<file path="config.mk">
export PLATFORM = sky130hd
export DESIGN_NAME = alu_seq_flat
export DESIGN_NICKNAME = d
export VERILOG_FILES = /design/src/rtl/alu_seq_if.sv /design/src/rtl/alu_seq.sv /design/src/flat_wrapper.sv
export SDC_FILE = /design/constraint.sdc
export NUM_CORES = 1
export LEC_CHECK = 0
export BUFFER_PORTS_ARGS = -buffer_cell sky130_fd_sc_hd__buf_2
export CAP_MARGIN = 30
export CORE_MARGIN = 2
export CORE_UTILIZATION = 34
export CTS_BUF_LIST = sky130_fd_sc_hd__clkbuf_8
export DETAILED_ROUTE_END_ITERATION = 16
export GPL_TIMING_DRIVEN = 0
export HOLD_SLACK_MARGIN = 0.12
export SKIP_LAST_GASP = 1
export SLEW_MARGIN = 20
export SYNTH_ARGS = -nofsm -noshare
export SYNTH_HDL_FRONTEND = slang
export SYNTH_SLANG_ARGS = --single-unit
</file>
<file path="constraint.sdc">
create_clock -name clk -period 3.46 [get_ports clk]
set_clock_uncertainty 0.1 [all_clocks]
set_input_delay 0.173 -clock clk [delete_from_list [all_inputs] [get_ports clk]]
set_output_delay 0.173 -clock clk [all_outputs]
set_load 0.01 [all_outputs]
</file>
<file path="src/rtl/alu_seq_if.sv">
// Handshake bundle between operand fetch (master) and the sequential ALU (slave).
// Input side: in_valid/in_ready with command and operands. Output side: out_valid/out_ready with result and flags.
interface alu_seq_if #(
    parameter int WIDTH = 32
);
    logic             in_valid;
    logic             in_ready;
    logic [3:0]       command;
    logic [WIDTH-1:0] operand_a;
    logic [WIDTH-1:0] operand_b;
    logic             out_valid;
    logic             out_ready;
    logic [WIDTH-1:0] result;
    logic             carryout;
    logic             zero;
    logic             overflow;

    modport master (
        output in_valid, command, operand_a, operand_b, out_ready,
        input  in_ready, out_valid, result, carryout, zero, overflow
    );

    modport slave (
        input  in_valid, command, operand_a, operand_b, out_ready,
        output in_ready, out_valid, result, carryout, zero, overflow
    );
endinterface

</file>
<file path="src/rtl/alu_seq.sv">
// Registered WIDTH-bit ALU: 8 logic/arith ops in one cycle, SLL/SRL/SRA iterated 1 bit/cycle.
// Optional ALU_STICKY_FLAGS_EN adds sticky carry/overflow bits with a flags_clr input.
module alu_seq #(
    parameter int WIDTH = 32
) (
    input  logic     clk,
    input  logic     rst_n,
    alu_seq_if.slave bus
`ifdef ALU_STICKY_FLAGS_EN
    ,
    input  logic     flags_clr,
    output logic     sticky_carry,
    output logic     sticky_overflow
`endif
);
    localparam int SHW = $clog2(WIDTH);
    localparam int MSB = WIDTH - 1;

    localparam logic [3:0] CMD_ADD  = 4'd0;
    localparam logic [3:0] CMD_SUB  = 4'd1;
    localparam logic [3:0] CMD_XOR  = 4'd2;
    localparam logic [3:0] CMD_SLT  = 4'd3;
    localparam logic [3:0] CMD_AND  = 4'd4;
    localparam logic [3:0] CMD_NAND = 4'd5;
    localparam logic [3:0] CMD_NOR  = 4'd6;
    localparam logic [3:0] CMD_OR   = 4'd7;
    localparam logic [3:0] CMD_SLL  = 4'd8;
    localparam logic [3:0] CMD_SRL  = 4'd9;
    localparam logic [3:0] CMD_SRA  = 4'd10;

    typedef enum logic {
        S_IDLE,
        S_SHIFT
    } state_t;

    typedef enum logic [1:0] {
        SH_SLL,
        SH_SRL,
        SH_SRA
    } shift_op_t;

    state_t           r_state;
    state_t           w_state_next;
    logic [WIDTH-1:0] r_shift_data;
    logic [SHW-1:0]   r_shift_cnt;
    shift_op_t        r_shift_op;
    logic [WIDTH-1:0] r_result;
    logic             r_carry;
    logic             r_zero;
    logic             r_overflow;
    logic             r_out_valid;

    logic             w_in_ready;
    logic             w_accept;
    logic             w_out_xfer;
    logic             w_is_shift;
    logic [SHW-1:0]   w_shamt;
    shift_op_t        w_cmd_shift_op;
    logic [WIDTH-1:0] w_shift_step;
    logic [WIDTH:0]   w_add;
    logic [WIDTH:0]   w_sub;
    logic             w_add_ovf;
    logic             w_sub_ovf;
    logic             w_slt;
    logic [WIDTH-1:0] w_alu_result;
    logic             w_alu_carry;
    logic             w_alu_overflow;
    logic             w_shift_start;
    logic             w_load;
    logic [WIDTH-1:0] w_load_result;
    logic             w_load_carry;
    logic             w_load_overflow;

    // Single-entry: accept only when idle and the output slot is free or draining now.
    assign w_in_ready = (r_state == S_IDLE) && (!r_out_valid || bus.out_ready);
    assign w_accept   = bus.in_valid && w_in_ready;
    assign w_out_xfer = r_out_valid && bus.out_ready;
    assign w_shamt    = bus.operand_b[SHW-1:0];
    assign w_is_shift = (bus.command == CMD_SLL) || (bus.command == CMD_SRL) ||
                        (bus.command == CMD_SRA);

    // SLT takes A's sign when the signs differ, because A-B can overflow there.
    always_comb begin
        w_add     = {1'b0, bus.operand_a} + {1'b0, bus.operand_b};
        w_sub     = {1'b0, bus.operand_a} + {1'b0, ~bus.operand_b} + (WIDTH + 1)'(1);
        w_add_ovf = (bus.operand_a[MSB] == bus.operand_b[MSB]) && (w_add[MSB] != bus.operand_a[MSB]);
        w_sub_ovf = (bus.operand_a[MSB] != bus.operand_b[MSB]) && (w_sub[MSB] != bus.operand_a[MSB]);
        w_slt     = (bus.operand_a[MSB] != bus.operand_b[MSB]) ? bus.operand_a[MSB] : w_sub[MSB];
    end

    always_comb begin
        // NOTE: every output of a combinational block gets a default first, so no path infers a latch.
        w_alu_result   = '0;
        w_alu_carry    = 1'b0;
        w_alu_overflow = 1'b0;
        case (bus.command)
            CMD_ADD: begin
                w_alu_result   = w_add[WIDTH-1:0];
                w_alu_carry    = w_add[WIDTH];
                w_alu_overflow = w_add_ovf;
            end
            CMD_SUB: begin
                w_alu_result   = w_sub[WIDTH-1:0];
                w_alu_carry    = w_sub[WIDTH];
                w_alu_overflow = w_sub_ovf;
            end
            CMD_XOR:  w_alu_result = bus.operand_a ^ bus.operand_b;
            CMD_SLT:  w_alu_result = {{(WIDTH - 1){1'b0}}, w_slt};
            CMD_AND:  w_alu_result = bus.operand_a & bus.operand_b;
            CMD_NAND: w_alu_result = ~(bus.operand_a & bus.operand_b);
            CMD_NOR:  w_alu_result = ~(bus.operand_a | bus.operand_b);
            CMD_OR:   w_alu_result = bus.operand_a | bus.operand_b;
            CMD_SLL, CMD_SRL, CMD_SRA: w_alu_result = bus.operand_a;
            default:  w_alu_result = '0;
        endcase
    end

    always_comb begin
        w_cmd_shift_op = SH_SRA;
        if (bus.command == CMD_SLL) begin
            w_cmd_shift_op = SH_SLL;
        end else if (bus.command == CMD_SRL) begin
            w_cmd_shift_op = SH_SRL;
        end
    end

    always_comb begin
        w_shift_step = r_shift_data;
        case (r_shift_op)
            SH_SLL:  w_shift_step = r_shift_data << 1;
            SH_SRL:  w_shift_step = r_shift_data >> 1;
            SH_SRA:  w_shift_step = {r_shift_data[MSB], r_shift_data[MSB:1]};
            default: w_shift_step = r_shift_data;
        endcase
    end

    always_comb begin
        w_state_next    = r_state;
        w_shift_start   = 1'b0;
        w_load          = 1'b0;
        w_load_result   = w_alu_result;
        w_load_carry    = w_alu_carry;
        w_load_overflow = w_alu_overflow;
        case (r_state)
            S_IDLE: begin
                if (w_accept) begin
                    if (w_is_shift && (w_shamt != '0)) begin
                        w_state_next  = S_SHIFT;
                        w_shift_start = 1'b1;
                    end else begin
                        w_load = 1'b1;
                    end
                end
            end
            S_SHIFT: begin
                // Final step: the shifted value goes straight to the output registers.
                if (r_shift_cnt == SHW'(1)) begin
                    w_state_next    = S_IDLE;
                    w_load          = 1'b1;
                    w_load_result   = w_shift_step;
                    w_load_carry    = 1'b0;
                    w_load_overflow = 1'b0;
                end
            end
            default: w_state_next = S_IDLE;
        endcase
    end

    // NOTE: sequential state uses non-blocking assignments so all registers update together on the edge.
    always_ff @(posedge clk or negedge rst_n) begin
        if (!rst_n) begin
            r_state <= S_IDLE;
        end else begin
            r_state <= w_state_next;
        end
    end

    // NOTE: the shift datapath is reset too, so an aborted shift leaves no stale operand behind.
    always_ff @(posedge clk or negedge rst_n) begin
        if (!rst_n) begin
            r_shift_data <= '0;
            r_shift_cnt  <= '0;
            r_shift_op   <= SH_SLL;
        end else if (w_shift_start) begin
            r_shift_data <= bus.operand_a;
            r_shift_cnt  <= w_shamt;
            r_shift_op   <= w_cmd_shift_op;
        end else if (r_state == S_SHIFT) begin
            r_shift_data <= w_shift_step;
            r_shift_cnt  <= r_shift_cnt - SHW'(1);
        end
    end

    always_ff @(posedge clk or negedge rst_n) begin
        if (!rst_n) begin
            r_result    <= '0;
            r_carry     <= 1'b0;
            r_zero      <= 1'b0;
            r_overflow  <= 1'b0;
            r_out_valid <= 1'b0;
        end else if (w_load) begin
            r_result    <= w_load_result;
            r_carry     <= w_load_carry;
            r_zero      <= (w_load_result == '0);
            r_overflow  <= w_load_overflow;
            r_out_valid <= 1'b1;
        end else if (w_out_xfer) begin
            r_out_valid <= 1'b0;
        end
    end

`ifdef ALU_STICKY_FLAGS_EN
    logic r_sticky_carry;
    logic r_sticky_overflow;

    // A set from a transferring flag takes priority over flags_clr on the same edge.
    always_ff @(posedge clk or negedge rst_n) begin
        if (!rst_n) begin
            r_sticky_carry    <= 1'b0;
            r_sticky_overflow <= 1'b0;
        end else begin
            if (w_out_xfer && r_carry) begin
                r_sticky_carry <= 1'b1;
            end else if (flags_clr) begin
                r_sticky_carry <= 1'b0;
            end
            if (w_out_xfer && r_overflow) begin
                r_sticky_overflow <= 1'b1;
            end else if (flags_clr) begin
                r_sticky_overflow <= 1'b0;
            end
        end
    end

    assign sticky_carry    = r_sticky_carry;
    assign sticky_overflow = r_sticky_overflow;
`endif

    assign bus.in_ready  = w_in_ready;
    assign bus.out_valid = r_out_valid;
    assign bus.result    = r_result;
    assign bus.carryout  = r_carry;
    assign bus.zero      = r_zero;
    assign bus.overflow  = r_overflow;
endmodule

</file>
<file path="src/flat_wrapper.sv">
// flat-port wrapper written by rule: the top's interface ports become plain ports
module alu_seq_flat 
#(
    parameter int WIDTH = 32
)
  (clk, rst_n, bus_in_valid, bus_command, bus_operand_a, bus_operand_b, bus_out_ready, bus_in_ready, bus_out_valid, bus_result, bus_carryout, bus_zero, bus_overflow);
  alu_seq_if #(.WIDTH(WIDTH)) bus_i ();
  input  logic clk;
  input  logic rst_n;
  input wire logic [$bits(bus_i.in_valid)-1:0] bus_in_valid;
  input wire logic [$bits(bus_i.command)-1:0] bus_command;
  input wire logic [$bits(bus_i.operand_a)-1:0] bus_operand_a;
  input wire logic [$bits(bus_i.operand_b)-1:0] bus_operand_b;
  input wire logic [$bits(bus_i.out_ready)-1:0] bus_out_ready;
  output wire logic [$bits(bus_i.in_ready)-1:0] bus_in_ready;
  output wire logic [$bits(bus_i.out_valid)-1:0] bus_out_valid;
  output wire logic [$bits(bus_i.result)-1:0] bus_result;
  output wire logic [$bits(bus_i.carryout)-1:0] bus_carryout;
  output wire logic [$bits(bus_i.zero)-1:0] bus_zero;
  output wire logic [$bits(bus_i.overflow)-1:0] bus_overflow;
  assign bus_i.in_valid = bus_in_valid;
  assign bus_i.command = bus_command;
  assign bus_i.operand_a = bus_operand_a;
  assign bus_i.operand_b = bus_operand_b;
  assign bus_i.out_ready = bus_out_ready;
  assign bus_in_ready = bus_i.in_ready;
  assign bus_out_valid = bus_i.out_valid;
  assign bus_result = bus_i.result;
  assign bus_carryout = bus_i.carryout;
  assign bus_zero = bus_i.zero;
  assign bus_overflow = bus_i.overflow;
  alu_seq #(.WIDTH(WIDTH)) u_core (.clk(clk), .rst_n(rst_n), .bus(bus_i));
endmodule
</file>
== Word level (Yosys, flattened, before mapping) ==
Cells that the tools add are included.
Widths: inputs -> output; s select.
Operators by class
  equality and inequality tests: 17
  muxes and demuxes: 28
  reductions and logical operators: 17
  add/subtract/negate cells: 4
  bitwise logic cells: 7
Operators by type and width (count)
  $pmux 32 s9: 1
  $mux 32: 4
  $not 32->32: 3
  $pmux 32 s3: 1
  $add 32x32->33: 2
  $add 33x1->33 const B: 1
  $and 32x32->32: 1
  $logic_not 32->1: 1
  $or 32x32->32: 1
  $xor 32x32->32: 1
  $eq 4x3->1 const B: 4
  $mux 1: 14
  $eq 4x4->1 const B: 3
  $mux 5: 2
  $eq 4x2->1 const B: 2
  $pmux 1 s2: 4
  $logic_and 1x1->1: 6
  $eq 5x1->1 const B: 1
  $reduce_bool 5->1: 1
  $sub 5x1->5 const B: 1
  $eq 4x1->1 const B: 1
  $logic_not 4->1: 1
  $mux 2: 2
  $reduce_bool 2->1: 2
  9 further kinds: 13
Storage, ports and cells
  word-level logic and storage cells: 82
  register bits after elaboration: 76

== Depth between registers and ports, before layout ==
Gate-level depths: netlist of run 1.
  depth after elaboration: 8
  gate-level depth with buffers: 24
  gate-level depth less buffers: 23

== Worst setup path after synthesis of run 1 ==
No wires, ideal clock.
  kind: in2reg
  start point: input port bus_operand_b[10]
  end point: register u_core.r_zero (netlist: u_core.bus.zero)
  arrival time: 4306 ps
  setup slack: -1049 ps
  stages on the path: 23
  setup time: 103 ps
  cells stage by stage: inv_1 ha_1 or4_1 nand2b_1 a21oi_1 nor2_1 o21ai_1 o41ai_2 o21ai_1 a21oi_1 o21bai_1 fa_1 and3b_1 a211oi_1 a211o_1 o2bb2ai_1 nor4bb_1 o211ai_1 nor4b_2 nand4_1 nor4_2 nand4_1 o41ai_2
On the way
  cells in the longest elaborated chain, start to end: 8
  elaborated cells between the ends (all ways): 14
RTL lines
  start: declaration: line flat_wrapper.sv:13  | input wire logic [$bits(bus_i.operand_b)-1:0] bus_operand_b;
  $not 32->32: line alu_seq.sv:85  | w_sub = {1'b0, bus.operand_a} + {1'b0, ~bus.operand_b} + (WIDTH + 1)'(1);
  $add 32x32->33: line alu_seq.sv:85
  $add 33x1->33: line alu_seq.sv:85
  $mux 1: line alu_seq.sv:88  | w_slt = (bus.operand_a[MSB] != bus.operand_b[MSB]) ? bus.operand_a[MSB] : w_sub[MSB];
  $pmux 32 s9 (*): line alu_seq.sv:96  | case (bus.command)
  $mux 32: line alu_seq.sv:157  | if (r_shift_cnt == SHW'(1)) begin
  $mux 32 (*): line alu_seq.sv:144  | case (r_state)
  $logic_not 32->1 (*): line alu_seq.sv:204  | r_zero <= (w_load_result == '0);
  end signal: assignment: line alu_seq.sv:204
  end: declaration: line alu_seq.sv:49  | logic r_zero;
Mark *: on every way between the ends. The rest lies on a longest branch, timed or not.
A chain may end at the register's enable or synchronous reset.

== Final worst setup path of run 1 ==
  start point: input port bus_operand_b[18]
  end point: register u_core.r_zero (netlist: u_core.bus.zero)
The elaborated chain is that of the path after synthesis.

==> results.json, run 1 <==
{
  "status": "finished with violations",
  "violations": "setup timing",
  "core_mm2": 0.03083,
  "area_growth_pct": 27.33,
  "power.leakage_nw": 5.861,
  "start_kind": "primary input",
  "ys_types": 81,
  "ir_drop_uv": 250.5,
  "wl_um": 53320,
  "rows": 64,
  "fin_nets": 1794,
  "clk_pin_slew_ns": 0.09,
  "synth_top_flop_cell": "dfrtp_1",
  "slowest_delay_ns": 0.51,
  "fin_ws_ns": -1.146,
  "place_ws_ns": -2.289,
  "cp_common_cell": "nand4_1",
  "hold_path.class": "primary input to flip-flop",
  "drive_above_1_share_pct": 22.94,
  "ys_seq_area_share_pct": 17.77,
  "fmax_mhz": 217.1,
  "ys_ff_latch": 76,
  "critical_path_arrival_ns": 4.79,
  "die_h_um": 181.4,
  "instances_no_fill": 2022,
  "wl_per_cell_um": 26.37,
  "io_pins": 109,
  "syn-num-nets": 1597,
  "grt_max_degree": 49,
  "critPathMaxFanout": 8,
  "initial_core_util_pct": 34.72,
  "vias": 12660,
  "power_mw": 6.891,
  "place_congestion": 1.012,
  "rsz0062_at_grt": "yes",
  "p_per_area_mw_per_mm2": 505.7,
  "ys_async_sr_fraction_pct": 100.0,
  "worst_slew_pin_slew_ns": 1.060,
  "fin_crit_ns": 4.606,
  "antenna_found_initial": 0,
  "drv_cap": 0,
  "ys_warn_count": 0,
  "antenna_cells": 0,
  "max_slew_margin_pct": 28.97,
  "fillCellCount": 3139,
  "synth_edf_count": 0,
  "syn-cell-area_mm2": 0.01070,
  "criticalPathCategory": "primary input to flip-flop",
  "drtAntennaViolNets": 0,
  "vias_per_cell": 6.261,
  "dp_cells": 1929,
  "grtUsageTotal_pct": 31.35,
  "slew_viol_final": 0,
  "overflow": 0,
  "port_buffers": 106,
  "setup_violations": 5,
  "cp_cell_sequence": "buf_2 -> inv_1 -> ha_1 -> buf_8 -> inv_8 -> nand3_4 -> or4_4 -> o21ai_4 -> o41ai_4 -> o21ai_2 -> a21oi_2 -> o21bai_2 -> fa_2 -> and3b_1 -> a211oi_1 -> a211o_1 -> o2bb2ai_1 -> nor4bb_4 -> o211ai_1 -> nor4b_2 -> nand4_1 -> nor4_2 -> nand4_1 -> o41ai_2",
  "register_area_mm2": 0.001902,
  "crit_family": "simple AND/OR/NAND/NOR gates",
  "cp-end-kind": "flip-flop",
  "drt_iter0_markers": 1676,
  "dieArea_mm2": 0.03291,
  "insertion_delay_ns": 0.38,
  "cts-htree-levels": 3,
  "cts_buffers": 9,
  "syn_inst": 1424,
  "dr.pass1.iters": 7,
  "hold_violations": 0,
  "cts.sinks": 76,
  "syn_avg_cell_area_um2": 7.516,
  "finalCritPeriodShare_pct": 133.1,
  "grt_pass1_wl_um": 77420,
  "drcViolationCount": 0,
  "cts_max_path_buffers": 2,
  "tns_ns": -1.949,
  "cts_tree": "built",
  "root_buffer": "clkbuf_8",
  "multiInputGateArea_mm2": 0.008675,
  "grt_pass1_vias": 11840,
  "crit_buf_inv": 4,
  "die_w_um": 181.4,
  "hpwlAfterDp_um": 41050,
  "cp_data_required_time_ns": 3.64,
  "slowest_stage": "or4_4"
}
[final timing paths]
| kind | startpoint | slack, ns | endpoint | cells after the start |
|---|---|---|---|---|
| worst min-delay path | bus_operand_b[0] | 0.07 | u_core.r_shift_cnt[0]$_DFFE_PN0P_ | 3 |
| min in group asynchronous | rst_n | 0.17 | u_core.bus.result[27]$_DFFE_PN0P_ | 2 |
| max in group asynchronous | rst_n | 2.50 | u_core.r_shift_cnt[3]$_DFFE_PN0P_ | 3 |
| worst min register to register | u_core.bus.result[23]$_DFFE_PN0P_ | 0.38 | u_core.bus.result[23]$_DFFE_PN0P_ | 2 |
| worst max register to register | u_core.r_shift_op[0]$_DFFE_PN0P_ | -0.59 | u_core.bus.zero$_DFFE_PN0P_ | 13 |
| worst max-delay path | bus_operand_b[18] | -1.15 | u_core.bus.zero$_DFFE_PN0P_ | 24 |
[power by group]
group,internal (mW),switching (mW),total (mW)
clock network,0.478,0.382,0.860
logic,1.67,2.64,4.30
registers,1.32,0.412,1.73
[registers in the layout (all words and copies together) (netlist names)]
signal	flops
u_core.bus.out_valid	1
u_core.bus.result	32
u_core.bus.zero	1
u_core.bus.carryout	1
u_core.bus.overflow	1
u_core.r_shift_op	2
u_core.r_shift_data	32
u_core.r_state	1
u_core.r_shift_cnt	5
[tightest hold or removal path, delay by kind of cell]
| kind | cells | cell delay [ns] |
|---|---|---|
| compound gates | 1 | 0.10 |
| buf+inv | 2 | 0.23 |
[cell families after synthesis]
family / synth area share, %
compound gates: 28.36
xor+xnor: 4.337
fa+ha+maj: 12.02
buf+inv: 7.727
flops: 17.77
mux: 9.703
simple gates: 20.08
[final cells by class]
cell class	count	area share, %
buffer	96	3.755
clock buffer	9	0.9089
clock inverter	7	0.8447
inverter	106	3.443
multi-input combinational	1143	63.65
sequential	76	13.96
tap	396	3.636
timing repair buffer	189	9.805
[layer usage]
| metal | vias to the layer above | routed length [µm] | GRT usage [%] |
|---|---|---|---|
| met4 | 0 | 2697 | 15.09 |
| met5 | - | 0 | 0 |
| met2 | 727 | 23140 | 48.02 |
| met1 | 6159 | 22560 | 42.87 |
| met3 | 171 | 4928 | 5.134 |
| li1 | 5602 | - | - |
[stage by stage]
stage | instance area, µm² | hold WS, ns | utilization, %
detailed placement | 12090 | 0.03858 | 39.23
finish | 13630 | 0.07226 | 44.20
global route | 13630 | 0.1236 | 44.20
global placement | 12020 | 0.3659 | 38.98
CTS | 12950 | 0.1236 | 42.00
floorplan | 10990 | -0.2226 | -
[cells in the mapped netlist (all sizes together), types with 42 or more instances]
library cell / instances / area (µm²)
xnor2: 42 / 367.9
buf: 42 / 215.2
dfrtp: 76 / 1902
o21ai: 66 / 330.3
clkbuf: 57 / 214.0
mux2i: 88 / 880.8
a21oi: 98 / 490.5
ha: 98 / 1226
inv: 106 / 397.9
nor2: 167 / 626.9
nand2: 103 / 386.6
[cell usage in the layout, fill, tap and decap left out, drive strengths merged, types with 22 or more instances in the layout]
cell type,Yosys,layout
nor2,167,167
mux2i,88,88
inv,106,106
xnor2,42,42
a221oi,28,28
ha,98,98
nor3,29,29
a21oi,98,98
nand2,103,103
a31oi,23,23
dfrtp,76,76
buf,42,204
a211oi,22,22
clkbuf,57,68
nand3,29,29
o21ai,66,66
[timing repair]
item                                   4_1_cts  5_1_grt
buffers inserted                            24       37
hold buffers                                19        2
setup endpoints to repair                   33       33
endpoints found under the hold margin       94        2
pin swaps                                   16       27
resized for setup                           64      118
Power figures use the tool's default switching activity.
==> run 2, diff against run 1 <==
--- a/config.mk
+++ b/config.mk
@@ -13,7 +13,6 @@
 export DETAILED_ROUTE_END_ITERATION = 16
 export GPL_TIMING_DRIVEN = 0
 export HOLD_SLACK_MARGIN = 0.12
-export SKIP_LAST_GASP = 1
 export SLEW_MARGIN = 20
 export SYNTH_ARGS = -nofsm -noshare
 export SYNTH_HDL_FRONTEND = slang
==> run 2 against run 1 <==
The flow still finishes with violations (setup timing). Maximum frequency up 1.8%. Global-route usage hardly changed. Largest cell class unchanged. Die area stayed put.
==> results.json, run 2 (synthesis gave the netlist of run 1 again) <==
{
  "status": "finished with violations",
  "violations": "setup timing",
  "hpwlAfterDp_um": 41050,
  "route.top_layer_used": "met4",
  "vias_per_cell": 6.257,
  "final_common_cell": "nor2_1",
  "core_mm2": 0.03083,
  "dieArea_mm2": 0.03291,
  "die_w_um": 181.4,
  "grtUsageTotal_pct": 31.34,
  "met3_length_um": 4771,
  "io_pins": 109,
  "rsz0062_at_grt": "yes",
  "drt_iter0_markers": 1703,
  "area_growth_pct": 27.25,
  "clk_pin_slew_ns": 0.09,
  "power.leakage_nw": 5.854,
  "cp-startpoint": "bus_operand_a[18]",
  "final_cell_mix": "161 x nor2_1, 117 x buf_2, 102 x nand2_1",
  "max_slew_margin_pct": 30.49,
  "grt_max_degree": 49,
  "slew_viol_final": 0,
  "wl_met2_um": 23240,
  "criticalPathCategory": "primary input to flip-flop",
  "finalCritPeriodShare_pct": 130.7,
  "vias": 12640,
  "critPathMaxFanout": 8,
  "timing.hold.ws_ns": 0.07063,
  "dp_cells": 1929,
  "place_congestion": 1.012,
  "power_mw": 6.903,
  "grt_pass1_wl_um": 77450,
  "final_util_pct": 44.18,
  "cts_max_path_buffers": 2,
  "hp-start": "bus_operand_b[0]",
  "fin_crit_ns": 4.523,
  "dr.pass1.iters": 6,
  "placed_area_mm2": 0.01209,
  "place_ws_ns": -2.289,
  "drv_cap": 0,
  "wl_um": 53280,
  "port_buffers": 106,
  "cp-end-kind": "flip-flop",
  "initial_core_util_pct": 34.72,
  "hold_violations": 0,
  "start_kind": "primary input",
  "setup_violations": 5,
  "hold_path.class": "primary input to flip-flop",
  "rows": 64,
  "wl_per_cell_um": 26.38,
  "drive_above_1_share_pct": 22.97,
  "critical_path_arrival_ns": 4.71,
  "drtAntennaViolNets": 0,
  "fin_nets": 1792,
  "regToRegStartpoint": "u_core.r_shift_op[0]$_DFFE_PN0P_",
  "tns_ns": -1.814,
  "overflow": 0,
  "fmax_mhz": 221.1,
  "antenna_found_initial": 0,
  "ir_drop_uv": 249.9,
  "antenna_cells": 0,
  "cts_tree": "built",
  "fillCellCount": 3138,
  "grt_pass1_vias": 11850,
  "insertion_delay_ns": 0.38,
  "instances_no_fill": 2020,
  "cts.sinks": 76,
  "cp_data_required_time_ns": 3.65,
  "cts-htree-levels": 3,
  "worst_slew_pin_slew_ns": 1.043,
  "drcViolationCount": 0,
  "p_per_area_mw_per_mm2": 506.8,
  "fin_ws_ns": -1.063,
  "fin_area_mm2": 0.01362,
  "root_buffer": "clkbuf_8",
  "cts_buffers": 9,
  "die_h_um": 181.4,
  "met1Wirelength_um": 22660
}
-- run 2: path summary, 6_finish.rpt --
| path | cells after the start | slack (ns) | to |
|---|---|---|---|
| max | 24 | -1.06 | u_core.bus.zero$_DFFE_PN0P_ |
| min | 3 | 0.07 | u_core.r_shift_cnt[0]$_DFFE_PN0P_ |
| min in group asynchronous | 2 | 0.16 | u_core.bus.result[27]$_DFFE_PN0P_ |
| min reg2reg | 2 | 0.38 | u_core.bus.result[23]$_DFFE_PN0P_ |
| max reg2reg | 14 | -0.59 | u_core.bus.zero$_DFFE_PN0P_ |
| max in group asynchronous | 3 | 2.50 | u_core.r_shift_cnt[3]$_DFFE_PN0P_ |
-- run 2: area by class of cell --
cell class / instances / area (µm²) / area share [%]
multi-input cells: 1143 / 8678 / 63.72
flip-flops and latches: 76 / 1902 / 13.96
repair buffers: 187 / 1321 / 9.701
plain buffers: 96 / 514.2 / 3.776
well taps: 396 / 495.5 / 3.638
inverters: 106 / 469.2 / 3.445
clock buffers: 9 / 123.9 / 0.9095
clock inverters: 7 / 115.1 / 0.8452
-- run 2: critical path, stage by stage --
cell and delay, ns:
buf_4 0.12, inv_1 0.07, ha_1 0.32, buf_8 0.15, inv_8 0.08, nand3_4 0.11
or4_4 0.51, o21ai_4 0.21, o41ai_4 0.11, o21ai_2 0.22, a21oi_2 0.09, o21bai_2 0.18
fa_2 0.24, and3b_1 0.18, a211oi_2 0.16, a211o_1 0.16, o2bb2ai_2 0.13, nor4bb_4 0.23
o211ai_1 0.15, nor4b_2 0.26, nand4_1 0.15, nor4_2 0.20, nand4_1 0.24, o41ai_2 0.26
-- run 2: per-layer routing --
layer,GRT usage (%),up-vias
met2,48.14,764
met4,15.09,0
met1,42.76,6118
li1,-,5597
met3,5.134,160
met5,0,-
-- run 2: power by group --
group          switching (mW)  total (mW)  internal (mW)
clock network           0.387       0.865          0.478
registers               0.417        1.73           1.31
logic                    2.64        4.31           1.66
total                    3.44        6.90           3.46
-- run 2: what timing repair did --
item                       in CTS  in global routing
hold endpoints to repair       94                  2
hold buffers                   19                  2
setup endpoints to repair      33                 33
buffers inserted               24                 35
pin swaps                      16                 26
gates resized for setup        65                117
gates cloned                    0                  0
